<file path="config.mk">
export PLATFORM = sky130hd
export DESIGN_NAME = piso_shift_transmitter_flat
export DESIGN_NICKNAME = d
export VERILOG_FILES = /design/src/rtl/piso_shift_transmitter_if.sv /design/src/rtl/piso_shift_transmitter.sv /design/src/flat_wrapper.sv
export SDC_FILE = /design/constraint.sdc
export NUM_CORES = 1
export LEC_CHECK = 0
export CAP_MARGIN = 20
export CORE_MARGIN = 5
export CORE_UTILIZATION = 47
export CTS_CLUSTER_SIZE = 8
export DETAILED_ROUTE_END_ITERATION = 10
export PLACE_DENSITY = 0.73
export REMOVE_ABC_BUFFERS = 1
export SYNTH_ARGS = -nofsm -noshare
export SYNTH_HDL_FRONTEND = slang
export SYNTH_SLANG_ARGS = --single-unit
export TNS_END_PERCENT = 1
</file>
<file path="constraint.sdc">
create_clock -name clock -period 1.6 [get_ports clock]
set_input_delay 0.16 -clock clock [delete_from_list [all_inputs] [get_ports clock]]
set_output_delay 0.16 -clock clock [all_outputs]
set_load 0.01 [all_outputs]
</file>
<file path="src/rtl/piso_shift_transmitter_if.sv">
// Load-side handshake bundle for the parallel-in serial-out transmitter.
// The producer drives the word and its valid flag; the transmitter answers with ready.
interface piso_shift_transmitter_if #(
    parameter int WIDTH = 8
);
    logic [WIDTH-1:0] data_in;
    logic             load_valid;
    logic             load_ready;

    modport master (
        output data_in,
        output load_valid,
        input  load_ready
    );

    modport slave (
        input  data_in,
        input  load_valid,
        output load_ready
    );
endinterface

</file>
<file path="src/rtl/piso_shift_transmitter.sv">
// Parallel-in, serial-out transmitter with a one-word hold buffer.
// Words are taken over a valid/ready handshake and shifted onto A one bit per
// clock. The hold buffer lets the next word start on the clock right after the
// current word's last bit, so a far-end shift receiver sees an unbroken stream.
module piso_shift_transmitter #(
    parameter int WIDTH     = 8,
    parameter bit LSB_FIRST = 1'b1
) (
    input  logic                      clock,
    input  logic                      clear,
    piso_shift_transmitter_if.slave   load_bus,
    output logic                      A,
    output logic                      bit_valid,
    output logic                      last_bit,
    output logic                      busy
);

    localparam int CW = $clog2(WIDTH);
    localparam logic [CW-1:0] LAST_CNT = CW'(WIDTH - 1);

    typedef enum logic [0:0] {
        ST_IDLE  = 1'b0,
        ST_SHIFT = 1'b1
    } state_t;

    state_t           state_r;
    state_t           state_s;
    logic [WIDTH-1:0] shift_r;
    logic [WIDTH-1:0] shift_s;
    logic [CW-1:0]    cnt_r;
    logic [CW-1:0]    cnt_s;
    logic [WIDTH-1:0] hold_r;
    logic [WIDTH-1:0] hold_s;
    logic             hold_full_r;
    logic             hold_full_s;
    logic             xfer_s;
    logic             a_r;
    logic             bit_valid_r;
    logic             last_bit_r;
    logic             busy_r;

    // Bit that sits at the output end of the shift register for the chosen order.
    function automatic logic end_bit(input logic [WIDTH-1:0] word);
        if (LSB_FIRST) begin
            return word[0];
        end else begin
            return word[WIDTH-1];
        end
    endfunction

    // Shift register advanced by one position toward the output end.
    function automatic logic [WIDTH-1:0] advance(input logic [WIDTH-1:0] word);
        if (LSB_FIRST) begin
            return {1'b0, word[WIDTH-1:1]};
        end else begin
            return {word[WIDTH-2:0], 1'b0};
        end
    endfunction

    // Ready only reflects the hold buffer so it never loops back from load_valid.
    assign load_bus.load_ready = !hold_full_r;
    assign xfer_s              = load_bus.load_valid && !hold_full_r;

    assign A         = a_r;
    assign bit_valid = bit_valid_r;
    assign last_bit  = last_bit_r;
    assign busy      = busy_r;

    // Next-state logic: word loading, shifting, hold-buffer fill and drain.
    always_comb begin
        state_s     = state_r;
        shift_s     = shift_r;
        cnt_s       = cnt_r;
        hold_s      = hold_r;
        hold_full_s = hold_full_r;
        case (state_r)
            ST_IDLE: begin
                if (xfer_s) begin
                    shift_s = load_bus.data_in;
                    cnt_s   = {CW{1'b0}};
                    state_s = ST_SHIFT;
                end else begin
                    state_s = ST_IDLE;
                end
            end
            ST_SHIFT: begin
                if (cnt_r == LAST_CNT) begin
                    // End of word: hold buffer first, then a direct load, else go idle.
                    if (hold_full_r) begin
                        shift_s     = hold_r;
                        cnt_s       = {CW{1'b0}};
                        hold_full_s = 1'b0;
                    end else if (xfer_s) begin
                        shift_s = load_bus.data_in;
                        cnt_s   = {CW{1'b0}};
                    end else begin
                        cnt_s   = {CW{1'b0}};
                        state_s = ST_IDLE;
                    end
                end else begin
                    shift_s = advance(shift_r);
                    cnt_s   = cnt_r + CW'(1'b1);
                    if (xfer_s) begin
                        hold_s      = load_bus.data_in;
                        hold_full_s = 1'b1;
                    end else begin
                        hold_full_s = hold_full_r;
                    end
                end
            end
            default: begin
                state_s     = ST_IDLE;
                cnt_s       = {CW{1'b0}};
                hold_full_s = 1'b0;
            end
        endcase
    end

    // Core state registers; reset drops any word in flight.
    always_ff @(posedge clock or negedge clear) begin
        if (!clear) begin
            state_r     <= ST_IDLE;
            shift_r     <= {WIDTH{1'b0}};
            cnt_r       <= {CW{1'b0}};
            hold_r      <= {WIDTH{1'b0}};
            hold_full_r <= 1'b0;
        end else begin
            state_r     <= state_s;
            shift_r     <= shift_s;
            cnt_r       <= cnt_s;
            hold_r      <= hold_s;
            hold_full_r <= hold_full_s;
        end
    end

    // Serial outputs registered from next state so A never sees data_in combinationally.
    always_ff @(posedge clock or negedge clear) begin
        if (!clear) begin
            a_r         <= 1'b0;
            bit_valid_r <= 1'b0;
            last_bit_r  <= 1'b0;
            busy_r      <= 1'b0;
        end else begin
            if (state_s == ST_SHIFT) begin
                a_r         <= end_bit(shift_s);
                bit_valid_r <= 1'b1;
                last_bit_r  <= (cnt_s == LAST_CNT);
            end else begin
                a_r         <= 1'b0;
                bit_valid_r <= 1'b0;
                last_bit_r  <= 1'b0;
            end
            busy_r <= (state_s == ST_SHIFT) || hold_full_s;
        end
    end

endmodule
</file>
<file path="src/flat_wrapper.sv">
// flat-port wrapper written by rule: the top's interface ports become plain ports
module piso_shift_transmitter_flat 
#(
    parameter int WIDTH     = 8,
    parameter bit LSB_FIRST = 1'b1
)
  (clock, clear, A, bit_valid, last_bit, busy, load_bus_data_in, load_bus_load_valid, load_bus_load_ready);
  piso_shift_transmitter_if #(.WIDTH(WIDTH)) load_bus_i ();
  input  logic clock;
  input  logic clear;
  output logic A;
  output logic bit_valid;
  output logic last_bit;
  output logic busy;
  input wire logic [$bits(load_bus_i.data_in)-1:0] load_bus_data_in;
  input wire logic [$bits(load_bus_i.load_valid)-1:0] load_bus_load_valid;
  output wire logic [$bits(load_bus_i.load_ready)-1:0] load_bus_load_ready;
  assign load_bus_i.data_in = load_bus_data_in;
  assign load_bus_i.load_valid = load_bus_load_valid;
  assign load_bus_load_ready = load_bus_i.load_ready;
  piso_shift_transmitter #(.WIDTH(WIDTH), .LSB_FIRST(LSB_FIRST)) u_core (.clock(clock), .clear(clear), .load_bus(load_bus_i), .A(A), .bit_valid(bit_valid), .last_bit(last_bit), .busy(busy));
endmodule
</file>
==> results of run 1 <==
[per-layer routing]
metal  global-route usage [%]  up-vias
met1                     20.0      411
met4                     2.91        0
met2                     23.7       14
li1                         -      392
met5                        0        -
met3                     3.05        2
[state kept, by name, summed over array words and instances, names as in the netlist]
register,count
u_core.A,1
u_core.bit_valid,1
u_core.cnt_r,3
u_core.busy,1
u_core.hold_r,8
u_core.last_bit,1
u_core.hold_full_r,1
u_core.shift_r,7
[power groups by stage]
| stage | sequential, mW | combinational (mW) | clock (mW) |
|---|---|---|---|
| 4_1_cts | 1.06 | 1.32 | 0.275 |
| 2_1_floorplan | 1.04 | 0.799 | 0 |
| 3_5_place_dp | 1.06 | 1.20 | 0 |
| 6_report | 1.07 | 1.33 | 0.267 |
| 3_3_place_gp | 1.04 | 1.16 | 0 |
| 5_1_grt | 1.10 | 1.44 | 0.310 |
[per-stage QoR]
stage / worst slack [ns] / power [mW] / setup TNS, ns / hold WS [ns] / util (%)
floorplan: -0.130 / 1.84 / -1.01 / -0.136 / -
global placement: -0.0561 / 2.21 / -0.430 / 0.464 / 58.8
detailed placement: -0.101 / 2.26 / -0.705 / 0.473 / 58.8
CTS: -0.0969 / 2.66 / -0.720 / 0.200 / 62.2
global route: -0.117 / 2.85 / -0.862 / 0.195 / 62.4
finish: -0.0705 / 2.66 / -0.482 / 0.193 / 62.4
[cell usage after synthesis (2+ instances only)]
cell                       number  area share [%]
sky130_fd_sc_hd__dfrtp_1       23              50
sky130_fd_sc_hd__mux2i_1       12              11
sky130_fd_sc_hd__a221oi_1       6             4.6
sky130_fd_sc_hd__mux2_2         6             5.9
sky130_fd_sc_hd__o22ai_1        6             3.3
sky130_fd_sc_hd__nor2_1         5             1.6
sky130_fd_sc_hd__nand2_1        4             1.3
sky130_fd_sc_hd__o21ai_0        3             1.3
sky130_fd_sc_hd__a211oi_1       2             1.3
sky130_fd_sc_hd__a21oi_1        2            0.88
sky130_fd_sc_hd__buf_4          2             1.3
sky130_fd_sc_hd__buf_6          2             2.0
sky130_fd_sc_hd__ha_1           2             2.2
sky130_fd_sc_hd__mux2_1         2             2.0
[cell type report]
type	instances	area [um^2]
fill	176	856
sequential	23	577
multi-input combinational	63	567
timing repair buffer	23	208
tap	28	35.0
clock buffer	4	26.3
inverter	2	7.51
[kinds of logic (layout without fill, tap and decap cells)]
family          count (synthesis)  count (layout)  synth area share (%)
compound gates                 23              23                  14.2
fa+ha+maj                       2               2                  2.19
buf+inv                         7              29                  4.38
flops                          23              23                  50.4
mux                            20              20                  18.4
simple gates                   18              18                  10.4
[worst max path at each step]
stage / from / to / slack [ns] / cells past startpoint
2_1_floorplan: u_core.cnt_r[0] / u_core.hold_r[1] / -0.13 / 5
3_3_place_gp: u_core.cnt_r[0] / u_core.hold_r[4] / -0.06 / 5
3_5_place_dp: u_core.cnt_r[0] / u_core.hold_r[5] / -0.10 / 5
4_1_cts: u_core.cnt_r[1] / u_core.hold_r[5] / -0.1 / 5
5_1_grt: u_core.cnt_r[1] / u_core.hold_r[5] / -0.12 / 5
6_report: u_core.cnt_r[1] / u_core.hold_r[5] / -0.07 / 5
[repair_timing]
action	in CTS	in global routing
hold buffers	0	0
pin swaps	2	1
setup endpoints to repair	16	14
setup buffers	1	0
gates resized for setup	14	1
[cell usage in the layout (no fill, tap or decap), drive strengths merged, types with 2 or more instances in the layout]
cell type      instances
a211oi                 2
a21oi                  2
a221oi                 6
and2b                  2
buf                    8
clkbuf                 4
clkdlybuf4s50         13
dfrtp                 23
dlygate4sd2            2
ha                     2
inv                    2
mux2                   8
mux2i                 12
nand2                  4
nor2                   6
o21ai                  3
o22ai                  6
==> flow_results.org, run 1 <==
** Setup path
- Broken down by cell family, the worst path's largest delay share belongs to simple AND/OR/NAND/NOR gates.
- Critical path class :: reg -> reg
- At the worst endpoint, the arrival time is around 1.9 ns.
- RR Startpoint :: u_core.cnt_r[1]
- Traced cell by cell, the critical path runs through ha_2 > ha_4 > or2b_4 > nor2_8 > mux2_4.
- Of all nets on the critical path, the largest fanout is 8.
- STA puts the critical path data required time at 1.80 ns.
- Slowest stage delay, CP :: approximately 0.41 ns
- Count of cells along the worst register-to-register path :: 5
- The worst register-to-register path ends at u_core.hold_r[5].
- The slowest stage of the critical path is the sky130_fd_sc_hd__dfrtp_1 cell.
- Startpoint type of the worst setup path :: flip-flop
- Critical path buffer and inverter count :: 0
- Setup slack on the worst reg-to-reg path comes out at -0.07 ns.
- Endpoint kind of the worst setup timing path :: flip-flop

** Clock tree
- TritonCTS created 3 clock buffers.
- After clock tree synthesis, the clock-pin slew on the worst setup and hold paths is ~0.12 ns.
- Maximum level of the CTS H-tree :: 1
- For this design, the sink count on the clock tree is 23.
- TritonCTS built the clock tree.
- The tree is rooted in a sky130_fd_sc_hd__clkbuf_4.
- For the worst-skew pair, the clock arrives at the later sink with an insertion delay of 0.30 ns.
- Maximum buffer depth of the clock tree :: 2

** Floorplanning
- The initial utilization of the core area, before any placement, comes to between 50 and 60%.
- The floorplan has 17 rows.
- Chip Width :: 59.3 um
- The floorplan step defined a die boundary enclosing between 3000 and 4000 um^2.
- Top-level port count :: 16
- Chip Height :: 59.3 um
- In this run the standard cell core region covers approximately 2300 um^2.

** Drt
- Iter 0 DRT Violations :: 12
- In the routed layout, each cell is associated on average with a via count of between 5 and 6.
- Total vias in the final route :: between 800 and 900
- Dividing the detail-routed wire length by the instance count gives about 16 um.
- DR DRC count :: 0
- After detailed routing, the wire length on met1 is 1140 um.
- After detailed routing, the met2 layer carries between 1000 and 1500 um of wire.
- Routed met3 length :: ~86 um
- The highest layer touched by signal routing is met4.
- Final wirelength :: 2340 um
- Count of TritonRoute iterations in the first routing pass :: 4
- The detail route stage leaves a number of antenna-violating nets equal to 0.

** Timing
- The final count of hold timing violations was 0.
- Setup violations remaining at the end of the flow were counted as 8.
- Derived from the worst setup path, the maximum achievable clock frequency is 599 MHz.
- Time the final worst path needs with I/O delays and setup :: between 1.5 and 2 ns
- Smallest setup slack after layout :: -0.0705 ns
- For the pin with the worst max-slew slack, the measured transition is between 0.2 and 0.3 ns.
- Worst clock skew on the final layout :: slightly below 0.004 ns
- The total count of max-transition violations in the final report came to 0.
- After layout, the worst path uses 104% of the clock period.
- Setup repair after global routing could not meet its margin everywhere.
- Relative slew margins :: around four fifths

** Yosys
- After technology mapping, the gate count stands at between 90 and 100.
- Counting flops with a built-in enable in the synthesized netlist gives 0.
- Area of the mapped netlist :: 1140 um^2
- In the synthesized netlist the async set-or-reset flop fraction comes to 100%.
- Avg Cell Area, Syn :: 12.3 um^2
- Post-synth cell types :: 30
- Among all flip-flop cells after synthesis, the most frequent one is sky130_fd_sc_hd__dfrtp_1.
- Register area share after synthesis :: 50.4%
- Warnings from Yosys :: 0
- After synthesis the netlist holds a flip-flop and latch count of 23.

** Place
- Final HPWL DP :: between 1500 and 2000 um
- Port buffer count :: 15
- Cell total after placement :: between 100 and 150
- The congestion estimate from routability-driven global placement came to around 0.75.
- Placed cell areas :: ~1300 um^2

** GRT
- Entering global routing, the biggest net connects 24 pins.
- The number of antenna violations at the first check in global routing is 0.
- Number of global-route vias before repair :: roughly 840
- For this run the aggregate overflow at the end of global routing stands at 0.
- Global routing used between 10% and 20% of the available tracks.
- Global-route wire length before repair :: about 4000 um

** Final layout
- After the flow finishes, the layout carries non-filler instances totaling roughly 140.
- Share of cells above drive strength 1 :: between 20% and 30%
- After the last flow step, the layout net total stands at 129.
- The finished cells cover 1420 um^2.
- Compared with the post-synthesis result, the final layout area differs by 24.3%.
- The number of antenna diodes in the final layout is 0.

** Power
- Fraction of power spent switching nets :: approximately 36%
- Leakage power :: about 0.66 nW
- Switching power :: roughly 950 uW
- Power spread over the standard cell area amounts to around 1900 nW/um^2.
- The internal portion of the total power is ~1.7 mW.
- IR analysis of the VDD net gives a maximum drop of roughly 1.4 mV.
- Combinational logic burns between 40% and 50% of the power.
- The clock network is responsible for around 10% of the overall power.
- The share of total power dissipated in sequential elements is about two fifths.

** Job
- Across the run, the number of max-cap violations was 0.

** Worst hold path
- Worst min path class :: in -> async

** Run status
- The final reports fail on negative setup slack.
- Run status :: finished with violations
No activity file was read; power rests on OpenSTA's default activity.
==> run 2, diff against run 1 <==
--- a/config.mk
+++ b/config.mk
@@ -6,12 +6,13 @@
 export NUM_CORES = 1
 export LEC_CHECK = 0
 export CAP_MARGIN = 20
+export CELL_PAD_IN_SITES_DETAIL_PLACEMENT = 0
+export CELL_PAD_IN_SITES_GLOBAL_PLACEMENT = 1
 export CORE_MARGIN = 5
-export CORE_UTILIZATION = 47
+export CORE_UTILIZATION = 38
 export CTS_CLUSTER_SIZE = 8
 export DETAILED_ROUTE_END_ITERATION = 10
-export PLACE_DENSITY = 0.73
-export REMOVE_ABC_BUFFERS = 1
+export PLACE_DENSITY_LB_ADDON = 0.1
 export SYNTH_ARGS = -nofsm -noshare
 export SYNTH_HDL_FRONTEND = slang
 export SYNTH_SLANG_ARGS = --single-unit
==> flow_results.org, run 2 (same netlist as run 1, synthesis figures left out) <==
** Clock tree
- Root buffer selected by CTS :: sky130_fd_sc_hd__clkbuf_4
- Maximum buffer depth of the clock tree :: 2
- TritonCTS clock tree :: done
- Number of clock sinks :: 23
- For the worst-skew pair, the clock arrives at the later sink with an insertion delay of 0.31 ns.
- After clock tree synthesis, the clock-pin slew on the worst setup and hold paths is 0.13 ns.
- Hold buffer count at cts :: 0
- Clock tree synthesis inserted a total of 3 buffers.
- In this run the number of H-tree levels came out at 1.

** Setup path
- STA classifies the critical path startpoint as a flip-flop.
- Slowest stage delay, CP :: 0.41 ns
- Critical path buffer and inverter count :: 0
- On the critical path, the stage with the largest delay is an instance of sky130_fd_sc_hd__dfrtp_1.
- For the worst setup path, the data required time is between 1.5 and 2 ns.
- Among cell families on the critical path, the largest total delay comes from simple AND/OR/NAND/NOR gates.
- The worst register-to-register path has a depth of 5.
- Crit path max fanout :: 8
- Counting buffers and inverters, the worst setup path is 5 cells deep.
- Critical path cell sequence :: ha_2 > ha_4 > or2b_4 > nor2_8 > mux2_2
- STA classifies the critical path endpoint as a flip-flop.
- Critical path class :: reg -> reg
- For the worst setup path, the data arrival time is around 1.9 ns.

** GRT
- The number of global-route vias before repair came to ~830.
- Maximum number of pins on one net before global-route repair :: 24
- The first global-routing pass estimated around 4200 um of wire.
- Total GRT Usage :: 13.1%
- Initial antenna violation count :: 0
- Summed over all layers, the global routing overflow is 0.

** Drt
- The detailed router placed approximately 830 vias in this run.
- The detail route stage leaves a number of antenna-violating nets equal to 0.
- Iter 0 DRT Violations :: 53
- Mean number of vias per cell :: 5.71
- Final wirelength :: ~2500 um
- Routed length per placed instance :: between 15 and 20 um
- For this run, design rule violations remaining after detail routing come to 0.
- Before antenna repair, the detailed router went through 4 iterations.

** Job
- Max-cap violations :: 0

** Power
- The worst-case IR drop observed on VDD is between 0.8 and 0.9 mV.
- Total Power :: approximately 2.7 mW
- Of the total power, the share spent switching nets is approximately 37%.
- The analysis attributes to cell leakage a power of 0.647 nW.
- Pint :: approximately 1.7 mW
- Combinational group share of total power :: 49.8%
- Power density over the cells :: about 1900 nW/um^2
- Proportion of power drawn by flip-flops and latches :: about two fifths
- Relative contribution of the clock network to total power :: 10.1%
- Switching power :: 991 uW

** Final layout
- Leaving out fill and tap cells, the most frequent cell in the layout is sky130_fd_sc_hd__dfrtp_1.
- The post-route netlist has a little over a quarter of its cells at a drive strength greater than 1.
- In the layout the commonest cells are sky130_fd_sc_hd__dfrtp_1, sky130_fd_sc_hd__clkdlybuf4s50_1, sky130_fd_sc_hd__mux2i_1.
- Largest register FFs :: 8
- Biggest regs :: u_core.hold_r x8, u_core.shift_r x7, u_core.cnt_r x3
- Number of diodes :: 0
- Relative area change from synthesis to final layout :: 25.1%
- The final layout contains approximately 130 nets.
- Cell area after layout :: around 1400 um^2
- Post-layout instance count excluding filler cells :: between 100 and 150
- Largest reg by FF count :: u_core.hold_r

** Timing
- Setup violations remaining at the end of the flow were counted as 8.
- Clock skew on the completed layout was measured at 0.00912 ns.
- Based on the critical path, the design can be clocked at up to 606 MHz.
- Smallest setup slack after layout :: -0.0499 ns
- The total count of max-transition violations in the final report was 0.
- Setup repair after global routing could not meet its margin everywhere.
- Time the final worst path needs with I/O delays and setup :: 1.65 ns
- Final period util :: 103%
- The final count of hold timing violations came to 0.
- Headroom to the max-slew limit came out at between 80% and 90%.
- For the pin with the worst max-slew slack, the measured transition is ~0.3 ns.

** Floorplanning
- The region available for standard cell placement spans about 2800 um^2.
- Top-level port count :: 16
- Chip Width :: approximately 65 um
- The floorplan step defined a die boundary enclosing ~4200 um^2.
- Initial standard-cell utilization of the core :: approximately two fifths
- The floorplan has 19 rows.
- In this run the vertical extent of the chip is 64.8 um.

** Place
- Prior to clock tree synthesis, the placed netlist has a worst setup slack of -0.0466 ns.
- Final HPWL DP :: around 1700 um
- After detailed placement, the design holds a cell count of 142.
- Placed cell areas :: approximately 1400 um^2
- Routability-driven placement congestion ratio :: about 0.79
- In this run the tool buffered the top-level ports with 15 buffer cells.

** Run status
- The flow ran to the end, but the final reports show violations.
- Violations in the final reports :: negative setup slack

** Worst hold path
- The path class of the tightest hold or removal check is in -> async.

** Yosys
- Post-synth net total :: 106
run 2: cell types whose count changed in the layout (fill, tap and decap cells not counted):
cell                             change
sky130_fd_sc_hd__dlygate4sd2_1       -1
sky130_fd_sc_hd__dlymetal6s2s_1      +1
sky130_fd_sc_hd__mux2_1              +2
sky130_fd_sc_hd__mux2_2              +6
sky130_fd_sc_hd__mux2_4              -8
sky130_fd_sc_hd__o22ai_1             -5
sky130_fd_sc_hd__o22ai_2             +5
run 2: final cells by class:
class | instances | area [um^2]
inverters | 2 | 7.51
multi-input cells | 63 | 568
fillers | 266 | 1400
well taps | 31 | 38.8
clock buffers | 4 | 26.3
flip-flops and latches | 23 | 577
repair buffers | 23 | 211
run 2: stage by stage:
stage | setup TNS (ns) | hold WS, ns | utilization (%)
after floorplan | -0.223 | -0.136 | -
after global placement | -0.139 | 0.468 | 48.2
after detailed placement | -0.327 | 0.485 | 48.2
after CTS | -0.345 | 0.180 | 49.1
after global routing | -0.987 | 0.188 | 50.5
final | -0.329 | 0.176 | 50.5
run 2: repair_timing:
| item | 4_1_cts | 5_1_grt |
|---|---|---|
| endpoints found under the setup margin | 9 | 15 |
| resized for setup | 2 | 7 |
| pin swaps | 1 | 0 |
| setup buffers | 0 | 0 |
run 2: path summary, 6_finish.rpt:
kind                                 endpoint  slack, ns                start
min in group clock                   u_core.A       0.48  load_bus_data_in[0]
max                          u_core.hold_r[3]      -0.05      u_core.cnt_r[1]
max in group asynchronous  u_core.hold_full_r       1.18                clear
max reg2reg                  u_core.hold_r[3]      -0.05      u_core.cnt_r[1]
min reg2reg                  u_core.hold_r[0]       0.50     u_core.hold_r[0]
min                        u_core.hold_full_r       0.18                clear
run 2: worst register-to-register path, cell delays in order (launching register included):
cell	delay, ns
sky130_fd_sc_hd__dfrtp_1	0.41
sky130_fd_sc_hd__ha_2	0.20
sky130_fd_sc_hd__ha_4	0.15
sky130_fd_sc_hd__or2b_4	0.27
sky130_fd_sc_hd__nor2_8	0.16
sky130_fd_sc_hd__mux2_2	0.35
run 2: routing by layer:
metal	wire (um)	share of wire, %	up-vias	track usage [%]
met2	1210	48	19	20.2
met3	111	4.4	2	3.28
met1	1200	47	420	17.9
li1	-	-	392	-
met4	16	0.63	0	4.75
met5	0	0	-	0
run 2: power by group through the flow:
stage	Combinational (mW)	Clock, mW	Sequential, mW
floorplan	0.938	0	1.02
global placement	1.23	0	1.05
detailed placement	1.25	0	1.06
CTS	1.25	0.287	1.04
global route	1.47	0.318	1.11
finish	1.33	0.271	1.07
==> run 3, diff against run 2 <==
--- a/config.mk
+++ b/config.mk
@@ -12,6 +12,7 @@
 export CORE_UTILIZATION = 38
 export CTS_CLUSTER_SIZE = 8
 export DETAILED_ROUTE_END_ITERATION = 10
+export GPL_TIMING_DRIVEN = 0
 export PLACE_DENSITY_LB_ADDON = 0.1
 export SYNTH_ARGS = -nofsm -noshare
 export SYNTH_HDL_FRONTEND = slang
==> flow_results.org, run 3 (same netlist as run 1, synthesis figures left out) <==
** Run status
- The flow ran to the end, but the final reports show violations.
- Violations in the final reports :: negative setup slack

** Job
- Max-cap violations in this run came to 0.

** Drt
- The detail route stage leaves a number of antenna-violating nets equal to 0.
- DR DRC count :: 0
- The routed layout has 836 vias.
- For this block, the routed nets add up to ~2500 um of wire.
- Iter 0 DRT Violations :: between 40 and 50
- Count of TritonRoute iterations in the first routing pass :: 4
- Mean number of vias per cell :: between 5 and 6
- Dividing the detail-routed wire length by the instance count gives roughly 17 um.

** Clock tree
- Cts bufs inserted :: 3
- TritonCTS built the clock tree.
- The cell sitting at the root of the clock tree is a sky130_fd_sc_hd__clkbuf_4.
- Hold repair after CTS inserted 0 buffers.
- Maximum buffer depth of the clock tree :: 2
- Maximum level of the CTS H-tree :: 1
- The later pin in the worst-skew pair is clocked with a latency of just over 0.3 ns.
- CTS saw 23 sinks.
- Clock transition time at the flip-flop clock pins of the worst setup and hold paths :: roughly 0.13 ns

** Setup path
- Data arrival at the endpoint of the critical path :: around 1.9 ns
- The worst setup path is captured at a flip-flop.
- STA classifies the critical path startpoint as a flip-flop.
- Along the worst path, the maximum fanout reaches 8.
- Data on the critical path is required at its endpoint by 1.81 ns.
- The worst setup path is of the reg -> reg kind.

** Place
- In this run the tool buffered the top-level ports with 15 buffer cells.
- Routability-driven placement finished with a final weighted congestion of 0.744.
- Once placement finished, the instance area stood at about 1300 um^2.
- Final HPWL DP :: between 1500 and 2000 um

** Final layout
- Number of diodes :: 0
- In the final layout, the registers with the most flip-flops are u_core.hold_r x8, u_core.shift_r x7, u_core.cnt_r x3.
- With fillers left out, the area of the finished cells amounts to between 1000 and 1500 um^2.
- Largest register FFs :: 8
- u_core.hold_r holds more flip-flops than any other register.
- The library cells used most frequently in the layout, excluding fill and tap cells, are sky130_fd_sc_hd__dfrtp_1, sky130_fd_sc_hd__clkdlybuf4s50_1, sky130_fd_sc_hd__mux2i_1.
- The library cell used most frequently in the layout, excluding fill and tap cells, is sky130_fd_sc_hd__dfrtp_1.
- Fill cells in the final layout number about 240.
- Net total in the final layout :: roughly 130
- Multi-input gate area :: around 570 um^2
- Total area of sequential cells :: about 580 um^2
- From synthesis to final layout, the design area changed by 27.4%.
- Share of cells above drive strength 1 :: between 20% and 30%

** Timing
- On the final layout, the worst clock skew is ~0.0010 ns.
- Max Freq :: 589 MHz
- In this run the tightest slew margin relative to its limit is 77.1%.
- For the finished layout, the period the worst path requires is roughly 1.7 ns.
- The final count of hold timing violations is 0.
- Final setup violation count :: 8
- For the pin with the worst max-slew slack, the measured transition is around 0.34 ns.
- In the post-route analysis, the smallest setup slack over all paths is -0.0975 ns.
- In the finished design, the share of the clock period the worst path needs comes to 106%.
- In the final timing run, aggregate negative setup slack is -0.759 ns.
- RSZ-0062 raised after global routing :: yes
- The total count of max-transition violations in the final report was 0.

** Power
- Power density over the cells :: 1850 nW/um^2
- Across the VDD grid, the largest voltage drop is about 0.77 mV.
- Leakage power :: 0.675 nW

** GRT
- Met2 track demand over resource :: between 10% and 20%
- Entering global routing, the biggest net connects 24 pins.
- GRT overflow :: 0
- Global-route wire length before repair :: 4200 um
- GRT met1 Usage :: about a fifth
- For this run, the total global-route usage over all layers was measured as 13.0%.
- The number of antenna violations at the first check in global routing is 0.
- Busiest grt layer :: met2
- Met3 layer usage reported by global route :: 3.63%
- The number of global-route vias before repair came to ~830.

** Floorplanning
- Area of the die :: 4200 um^2
- For this configuration, the core starts out at a cell density of between 40 and 50%.
- The floorplan step defined a core boundary enclosing around 2800 um^2.
- After floorplanning, the core was divided into 19 placement rows.
- 16 I/O pins were placed.
- The floorplan step set the die width to 64.8 um.
- Chip Height :: 64.8 um

** Worst hold path
- Worst min path class :: in -> async

** Yosys
- Post-synth net total :: ~110
## run 3: cell types whose count changed in the layout (fill, tap and decap cells not counted), moves of 2 or more
cell                      before  now
sky130_fd_sc_hd__mux2_2        6    0
sky130_fd_sc_hd__buf_6         0    2
sky130_fd_sc_hd__mux2_4        0    8
sky130_fd_sc_hd__mux2_1        2    0
sky130_fd_sc_hd__buf_4         8    4
sky130_fd_sc_hd__o22ai_1       1    5
sky130_fd_sc_hd__o22ai_2       5    1
## run 3: per-stage QoR
step / setup WS, ns / instances / hold WS (ns) / power, mW / util (%)
2_1_floorplan: -0.0310 / 93 / -0.136 / 1.95 / -
3_3_place_gp: -0.144 / 139 / 0.469 / 2.27 / 47.6
3_5_place_dp: -0.153 / 139 / 0.472 / 2.28 / 47.6
4_1_cts: -0.105 / 145 / 0.429 / 2.69 / 50.2
5_1_grt: -0.157 / 146 / 0.0836 / 2.89 / 51.4
6_report: -0.0975 / 146 / 0.0992 / 2.69 / 51.4
## run 3: path summary, 6_finish.rpt
check / from / endpoint / slack, ns / depth (start not counted)
worst max-delay path: u_core.cnt_r[0] / u_core.hold_r[1] / -0.1 / 5
worst min-delay path: clear / u_core.hold_r[0] / 0.1 / 1
worst max register to register: u_core.cnt_r[0] / u_core.hold_r[1] / -0.1 / 5
worst min register to register: u_core.hold_r[5] / u_core.hold_r[5] / 0.53 / 1
max in group asynchronous: clear / u_core.hold_r[4] / 1.10 / 2
min in group clock: load_bus_data_in[0] / u_core.A / 0.47 / 3
## run 3: critical path, cell delays in order (launching register included)
cell and delay [ns]:
sky130_fd_sc_hd__dfrtp_1 0.41, sky130_fd_sc_hd__ha_2 0.20, sky130_fd_sc_hd__ha_4 0.16, sky130_fd_sc_hd__or2b_4 0.27, sky130_fd_sc_hd__nor2_8 0.23, sky130_fd_sc_hd__mux2_4 0.33
## run 3: report_power, final
group          total, mW  switching [mW]  internal [mW]
combinational       1.38           0.610          0.772
sequential          1.04           0.174          0.862
clock              0.276           0.179         0.0973
total               2.69           0.963           1.73
## run 3: metal layers
metal	routed length (um)	vias to the layer above	share of wire (%)
met5	0	-	0
met4	14	0	0.56
met3	116	2	4.6
met2	1120	23	45
met1	1270	417	50
li1	-	394	-
## run 3: what timing repair did
item | 4_1_cts | 5_1_grt
pin swaps | 2 | 0
setup buffers | 2 | 0
setup endpoints to repair | 10 | 13
resized for setup | 10 | 1
## run 3: layout make-up
class	count	area share, %
flip-flops and latches	23	39.6
multi-input cells	63	39.4
repair buffers	18	13.2
plain buffers	5	2.92
well taps	31	2.67
clock buffers	4	1.81
inverters	2	0.516
